==> src/rtl/sd_pkg.sv <==
// rtl/sd_pkg.sv - shared SD CMD-line constants, state encoding and CRC7 step
package sd_pkg;

  localparam logic [1:0] ST_IDLE       = 2'd0;
  localparam logic [1:0] ST_WAIT_START = 2'd1;
  localparam logic [1:0] ST_RECEIVE    = 2'd2;
  localparam logic [1:0] ST_CHECK      = 2'd3;

  localparam int SHORT_LEN = 48;
  localparam int LONG_LEN  = 136;

  localparam logic [6:0] CRC7_POLY = 7'h09;

  localparam int SHORT_TX_BIT  = 46;
  localparam int LONG_TX_BIT   = 134;
  localparam int SHORT_CRC_TOP = 47;
  localparam int LONG_CRC_TOP  = 127;
  localparam int CRC_BOTTOM    = 8;
  localparam int CRC_MSB       = 7;
  localparam int CRC_LSB       = 1;

  typedef struct packed {
    logic timeout;
    logic crc;
    logic end_bit;
    logic tx;
  } resp_err_t;

  function automatic logic [6:0] crc7_step(input logic [6:0] crc, input logic din);
    crc7_step = {crc[5:0], 1'b0} ^ ((crc[6] ^ din) ? CRC7_POLY : 7'h00);
  endfunction

endpackage

==> src/rtl/sd_resp_ctrl_if.sv <==
// rtl/sd_resp_ctrl_if.sv - request/result handshake between command FSM and response controller
interface sd_resp_ctrl_if #(
  parameter int BITS = 136
);
  logic            start;
  logic            long_resp;
  logic            check_crc;
  logic            abort;
  logic            cmd_in;
  logic            busy;
  logic            done;
  logic [BITS-1:0] resp;
  logic            err_timeout;
  logic            err_crc;
  logic            err_end;
  logic            err_tx;

  modport master (
    output start, long_resp, check_crc, abort, cmd_in,
    input  busy, done, resp, err_timeout, err_crc, err_end, err_tx
  );

  modport slave (
    input  start, long_resp, check_crc, abort, cmd_in,
    output busy, done, resp, err_timeout, err_crc, err_end, err_tx
  );
endinterface

==> src/rtl/sd_crc7.sv <==
// rtl/sd_crc7.sv - serial CRC7 (x^7+x^3+1) with synchronous clear and enable
module sd_crc7
  import sd_pkg::*;
(
  input  logic       clk,
  input  logic       reset,
  input  logic       clear,
  input  logic       enable,
  input  logic       data_in,
  output logic [6:0] crc
);

  logic [6:0] crc_q, crc_d;

  always_comb begin
    crc_d = crc_q;
    if (clear) begin
      crc_d = '0;
    end else if (enable) begin
      crc_d = crc7_step(crc_q, data_in);
    end
  end

  always_ff @(posedge clk or negedge reset) begin
    if (!reset) begin
      crc_q <= '0;
    end else begin
      crc_q <= crc_d;
    end
  end

  assign crc = crc_q;

endmodule

==> src/rtl/sd_resp_ctrl.sv <==
// rtl/sd_resp_ctrl.sv - SD CMD-line response capture with tx/CRC7/end-bit checks, timeout and abort
module sd_resp_ctrl
  import sd_pkg::*;
#(
  parameter int BITS       = LONG_LEN,
  parameter int SHORT_BITS = SHORT_LEN,
  parameter int TIMEOUT    = 64,
  parameter int CNT_W      = 8
) (
  input  logic          clk,
  input  logic          reset,
  sd_resp_ctrl_if.slave bus
);

  localparam logic [CNT_W-1:0] LEN_LONG  = CNT_W'(BITS);
  localparam logic [CNT_W-1:0] LEN_SHORT = CNT_W'(SHORT_BITS);
  localparam logic [CNT_W-1:0] TO_LAST   = CNT_W'(TIMEOUT - 1);

  logic [1:0]       state_q, state_d;
  logic             long_q, long_d;
  logic             chk_q, chk_d;
  logic [BITS-1:0]  resp_q, resp_d;
  resp_err_t        err_q, err_d;
  logic [CNT_W-1:0] bitcnt_q, bitcnt_d;
  logic [CNT_W-1:0] tocnt_q, tocnt_d;
  logic             done_q, done_d;

  logic [CNT_W-1:0] frame_len, frame_idx, crc_top;
  logic             crc_clear, crc_en;
  logic [6:0]       crc;

  // frame_idx is the frame bit number of the bit being sampled this cycle
  assign frame_len = long_q ? LEN_LONG : LEN_SHORT;
  assign frame_idx = frame_len - CNT_W'(1) - bitcnt_q;
  assign crc_top   = long_q ? CNT_W'(LONG_CRC_TOP) : CNT_W'(SHORT_CRC_TOP);

  always_comb begin
    state_d   = state_q;
    long_d    = long_q;
    chk_d     = chk_q;
    resp_d    = resp_q;
    err_d     = err_q;
    bitcnt_d  = bitcnt_q;
    tocnt_d   = tocnt_q;
    done_d    = 1'b0;
    crc_clear = 1'b0;
    crc_en    = 1'b0;

    if (bus.abort) begin
      state_d = ST_IDLE;
    end else begin
      case (state_q)
        ST_IDLE: begin
          if (bus.start) begin
            long_d   = bus.long_resp;
            chk_d    = bus.check_crc;
            resp_d   = '0;
            err_d    = '0;
            bitcnt_d = '0;
            tocnt_d  = '0;
            state_d  = ST_WAIT_START;
          end
        end
        ST_WAIT_START: begin
          if (!bus.cmd_in) begin
            // the start bit is 0, so clearing instead of feeding it leaves the CRC identical
            resp_d    = {resp_q[BITS-2:0], bus.cmd_in};
            bitcnt_d  = CNT_W'(1);
            crc_clear = 1'b1;
            state_d   = ST_RECEIVE;
          end else if (tocnt_q == TO_LAST) begin
            err_d.timeout = 1'b1;
            done_d        = 1'b1;
            state_d       = ST_IDLE;
          end else begin
            tocnt_d = tocnt_q + CNT_W'(1);
          end
        end
        ST_RECEIVE: begin
          resp_d   = {resp_q[BITS-2:0], bus.cmd_in};
          bitcnt_d = bitcnt_q + CNT_W'(1);
          crc_en   = (frame_idx >= CNT_W'(CRC_BOTTOM)) && (frame_idx <= crc_top);
          if (bitcnt_d == frame_len) begin
            state_d = ST_CHECK;
          end
        end
        ST_CHECK: begin
          err_d.tx      = long_q ? resp_q[LONG_TX_BIT] : resp_q[SHORT_TX_BIT];
          err_d.end_bit = ~resp_q[0];
          err_d.crc     = chk_q && (crc != resp_q[CRC_MSB:CRC_LSB]);
          done_d        = 1'b1;
          state_d       = ST_IDLE;
        end
        default: state_d = ST_IDLE;
      endcase
    end
  end

  always_ff @(posedge clk or negedge reset) begin
    if (!reset) begin
      state_q  <= ST_IDLE;
      long_q   <= 1'b0;
      chk_q    <= 1'b0;
      resp_q   <= '0;
      err_q    <= '0;
      bitcnt_q <= '0;
      tocnt_q  <= '0;
      done_q   <= 1'b0;
    end else begin
      state_q  <= state_d;
      long_q   <= long_d;
      chk_q    <= chk_d;
      resp_q   <= resp_d;
      err_q    <= err_d;
      bitcnt_q <= bitcnt_d;
      tocnt_q  <= tocnt_d;
      done_q   <= done_d;
    end
  end

  sd_crc7 u_crc7 (
    .clk     (clk),
    .reset   (reset),
    .clear   (crc_clear),
    .enable  (crc_en),
    .data_in (bus.cmd_in),
    .crc     (crc)
  );

  assign bus.busy        = (state_q != ST_IDLE);
  assign bus.done        = done_q;
  assign bus.resp        = resp_q;
  assign bus.err_timeout = err_q.timeout;
  assign bus.err_crc     = err_q.crc;
  assign bus.err_end     = err_q.end_bit;
  assign bus.err_tx      = err_q.tx;

endmodule

==> src/flat_wrapper.sv <==
// flat-port wrapper written by rule: the top's interface ports become plain ports
module sd_resp_ctrl_flat import sd_pkg::*;
#(
  parameter int BITS       = LONG_LEN,
  parameter int SHORT_BITS = SHORT_LEN,
  parameter int TIMEOUT    = 64,
  parameter int CNT_W      = 8
)
  (clk, reset, bus_start, bus_long_resp, bus_check_crc, bus_abort, bus_cmd_in, bus_busy, bus_done, bus_resp, bus_err_timeout, bus_err_crc, bus_err_end, bus_err_tx);
  sd_resp_ctrl_if #(.BITS(BITS)) bus_i ();
  input  logic clk;
  input  logic reset;
  input wire logic [$bits(bus_i.start)-1:0] bus_start;
  input wire logic [$bits(bus_i.long_resp)-1:0] bus_long_resp;
  input wire logic [$bits(bus_i.check_crc)-1:0] bus_check_crc;
  input wire logic [$bits(bus_i.abort)-1:0] bus_abort;
  input wire logic [$bits(bus_i.cmd_in)-1:0] bus_cmd_in;
  output wire logic [$bits(bus_i.busy)-1:0] bus_busy;
  output wire logic [$bits(bus_i.done)-1:0] bus_done;
  output wire logic [$bits(bus_i.resp)-1:0] bus_resp;
  output wire logic [$bits(bus_i.err_timeout)-1:0] bus_err_timeout;
  output wire logic [$bits(bus_i.err_crc)-1:0] bus_err_crc;
  output wire logic [$bits(bus_i.err_end)-1:0] bus_err_end;
  output wire logic [$bits(bus_i.err_tx)-1:0] bus_err_tx;
  assign bus_i.start = bus_start;
  assign bus_i.long_resp = bus_long_resp;
  assign bus_i.check_crc = bus_check_crc;
  assign bus_i.abort = bus_abort;
  assign bus_i.cmd_in = bus_cmd_in;
  assign bus_busy = bus_i.busy;
  assign bus_done = bus_i.done;
  assign bus_resp = bus_i.resp;
  assign bus_err_timeout = bus_i.err_timeout;
  assign bus_err_crc = bus_i.err_crc;
  assign bus_err_end = bus_i.err_end;
  assign bus_err_tx = bus_i.err_tx;
  sd_resp_ctrl #(.BITS(BITS), .SHORT_BITS(SHORT_BITS), .TIMEOUT(TIMEOUT), .CNT_W(CNT_W)) u_core (.clk(clk), .reset(reset), .bus(bus_i));
endmodule
==> config.mk <==
export PLATFORM = sky130hd
export DESIGN_NAME = sd_resp_ctrl_flat
export DESIGN_NICKNAME = d
export VERILOG_FILES = /design/src/rtl/sd_pkg.sv /design/src/rtl/sd_resp_ctrl_if.sv /design/src/rtl/sd_crc7.sv /design/src/rtl/sd_resp_ctrl.sv /design/src/flat_wrapper.sv
export SDC_FILE = /design/constraint.sdc
export NUM_CORES = 1
export LEC_CHECK = 0
export CAP_MARGIN = 5
export CORE_MARGIN = 4
export CORE_UTILIZATION = 55
export CTS_CLUSTER_DIAMETER = 200
export DETAILED_ROUTE_END_ITERATION = 10
export PLACE_DENSITY_LB_ADDON = 0.05
export SETUP_SLACK_MARGIN = 0.4
export SYNTH_ARGS = -nofsm -noshare
export SYNTH_HDL_FRONTEND = slang
export SYNTH_SLANG_ARGS = --single-unit
export TNS_END_PERCENT = 50
==> constraint.sdc <==
create_clock -name clk -period 4.95 [get_ports clk]
set_clock_uncertainty 0.05 [all_clocks]
set_input_delay 1.2375 -clock clk [delete_from_list [all_inputs] [get_ports clk]]
set_output_delay 1.2375 -clock clk [all_outputs]
set_load 0.005 [all_outputs]
==> out/results.ini <==
[critical_path]
worstSetupPathType = in -> reg
crit_top_cell = nand2_1
crit_path_end_kind = register
arrival_ps = 3550
rr_worst_depth = 11
path_max_fanout = 72
r2r-start = u_core.long_q
worstPathCellList = clkdlybuf4s50_1, o21bai_1, or3b_4, buf_4, nand2_1, nand2_1
startpoint = bus_start
endpoint = u_core.bus.resp[65]
slowest_delay_ps = 800
regToRegEndpoint = u_core.u_crc7.crc[5]
rrSetupSlack_ps = 1820
startpoint_type = primary input
cp.required_ps = 5250
cp_slowest_cell = or3b_4

[placement]
gp_congestion = 0.844
io_buffers = 148
hpwlAfterDp_um = 11700
place_area_um2 = 8920

[sta]
fin_setup_tns_ps = 0
grt_setup_unrepaired = false
tightestPinTransition_ps = 1030
max_freq_mhz = 308
setup_viol = 0
finalHoldViolCount = 0
fin_crit_sh = 0.656
fin_crit_ps = 3250
relSlewSlack = 0.313
drv_slew = 0

[clock_tree]
cts_tree = built
worstSkewPairLatency_ps = 420
clock-sinks = 168
htreeDepth = 4
cts_buffer_depth = 2
cts_resized = 0
post_cts_buffers = 0
numCtsBuffers = 17
clk_pin_slew_ps = 60
holdBufCountCts = 0
cts-root-buf = clkbuf_16

[flow_run]
max-cap-violations = 0

[finish]
final_cell_mix = 285 x nand2_1, 168 x dfrtp_1, 147 x clkdlybuf4s50_1, 146 x nand3_1, 27 x nor2_1
area_delta_synth_final_pct = 30.2
final_common_cell = nand2_1
fin_area_um2 = 9560
diodes = 0
final_net_count = 948
drive_above_1_share = 0.0554

[die]
pin_count = 149
rows = 41
dieArea_um2 = 15300
die_h_um = 124
initial_core_util = 0.573
die_w_um = 124
fp.coreArea_um2 = 12800

[logic_synthesis]
syn_nets = 825
synth_area_um2 = 7340
ys_async_sr_fraction = 1.00
synth_edf_count = 0
synthFlopType = dfrtp_1
syn_inst = 804
synth_cell_types = 46
ys_ff_latch = 168
avgSynthCellArea_um2 = 9.13
yosys_warnings = 0
seq_area_frac_synth = 0.572

[detailed_routing]
dr.pass1.iters = 6
dr.first_iter.drc_count = 560
drt-total-wl_um = 17800
routed_via_density = 5.55
vias = 6169
wl_per_cell_um = 16.1
antenna_left = 0
post-route-drc-count = 0

[global_route]
grt_pass1_wl_um = 29100
overflow = 0
grt_max_degree = 108
track_usage = 0.243
grt_pass1_vias = 5968
antenna_found_initial = 0

[power_and_ir_drop]
p_per_area_nw_per_um2 = 334
ir_worst_vdd_mv = 0.228
p_leak_uw = 0.00480

[status]
status = finished, final reports clean

[hold_path]
min_path_type = reg -> reg
hold_path_depth = 2

==> cell usage after synthesis, drive strengths merged (2+ instances only) <==
master / instances / share of area
mux2i: 6 / 0.0082
inv: 10 / 0.0051
o22ai: 2 / 0.0017
a2111oi: 2 / 0.0041
clkbuf: 39 / 0.020
a22o: 5 / 0.0060
nand3: 146 / 0.10
nor3b: 2 / 0.0027
ha: 13 / 0.022
mux2: 5 / 0.0082
dfrtp: 168 / 0.57
and3: 3 / 0.0026
xor2: 7 / 0.0083
nor4: 2 / 0.0017
a21oi: 6 / 0.0041
o31ai: 3 / 0.0031
nor2: 27 / 0.014
xnor2: 14 / 0.017
buf: 13 / 0.0089
nand4: 5 / 0.0051
a211oi: 2 / 0.0020
or3: 2 / 0.0017
nand3b: 3 / 0.0031
nand2: 285 / 0.15
o21ai: 16 / 0.011
==> logic make-up after synthesis <==
kind of cell               synth area share
adders and majority gates            0.0249
DFF                                   0.572
muxes                                0.0164
and+or+nand+nor                       0.284
xor gates and xnor gates             0.0250
buffers and inverters                0.0339
AOI/OAI and AO/OA                    0.0433
==> sequential cells by signal, indices dropped and copies added (netlist names) <==
name                    flops
u_core.bus.resp           136
u_core.bus.err_timeout      1
u_core.bitcnt_q             8
u_core.long_q               1
u_core.bus.done             1
u_core.chk_q                1
u_core.bus.err_end          1
u_core.tocnt_q              8
u_core.state_q              2
u_core.bus.err_tx           1
u_core.bus.err_crc          1
u_core.u_crc7.crc           7
==> worst max-delay path: cells and delay by family <==
family	cells	cell delay [ps]
and+or+nand+nor	3	960
AOI/OAI and AO/OA	1	500
buffers and inverters	2	840
==> cell type report <==
| type | instances | area, um^2 |
|---|---|---|
| multi-input combinational | 574 | 2910 |
| fill | 928 | 3260 |
| clock inverter | 12 | 199 |
| timing repair buffer | 156 | 1560 |
| sequential | 168 | 4200 |
| tap | 172 | 215 |
| clock buffer | 19 | 443 |
| inverter | 10 | 37.5 |
==> metrics by stage <==
stage	utilization	setup WS (ps)	power, uW	std cells	hold slack, ps
final	0.745	1700	3190	1111	440
after detailed placement	0.695	1280	1780	1080	431
after global routing	0.745	1540	3310	1111	468
after floorplan	-	2280	1670	804	413
after CTS	0.745	1690	3220	1111	445
after global placement	0.695	1350	1760	1080	423
==> per-layer routing <==
layer,GRT usage,up-vias,share of wire
li1,-,2900,-
met1,0.323,3040,0.42
met2,0.369,197,0.49
met3,0.0805,32,0.067
met4,0.0969,0,0.022
met5,0,-,0
==> report_power, final <==
part           switching, uW  internal [uW]
Combinational            248           93.5
Sequential              23.7           1390
Clock                    533            906
Total                    805           2390
==> worst min path at each step <==
| stage | startpoint | to | slack [ps] |
|---|---|---|---|
| after floorplan | u_core.bus.resp[135] | u_core.bus.resp[135] | 410 |
| after global placement | u_core.bus.resp[23] | u_core.bus.resp[23] | 420 |
| after detailed placement | u_core.bus.resp[135] | u_core.bus.resp[135] | 430 |
| after CTS | u_core.bus.resp[38] | u_core.bus.resp[38] | 440 |
| after global routing | u_core.bus.resp[24] | u_core.bus.resp[24] | 470 |
| final | u_core.bus.resp[38] | u_core.bus.resp[38] | 440 |
(Power assumes the default switching activity.)
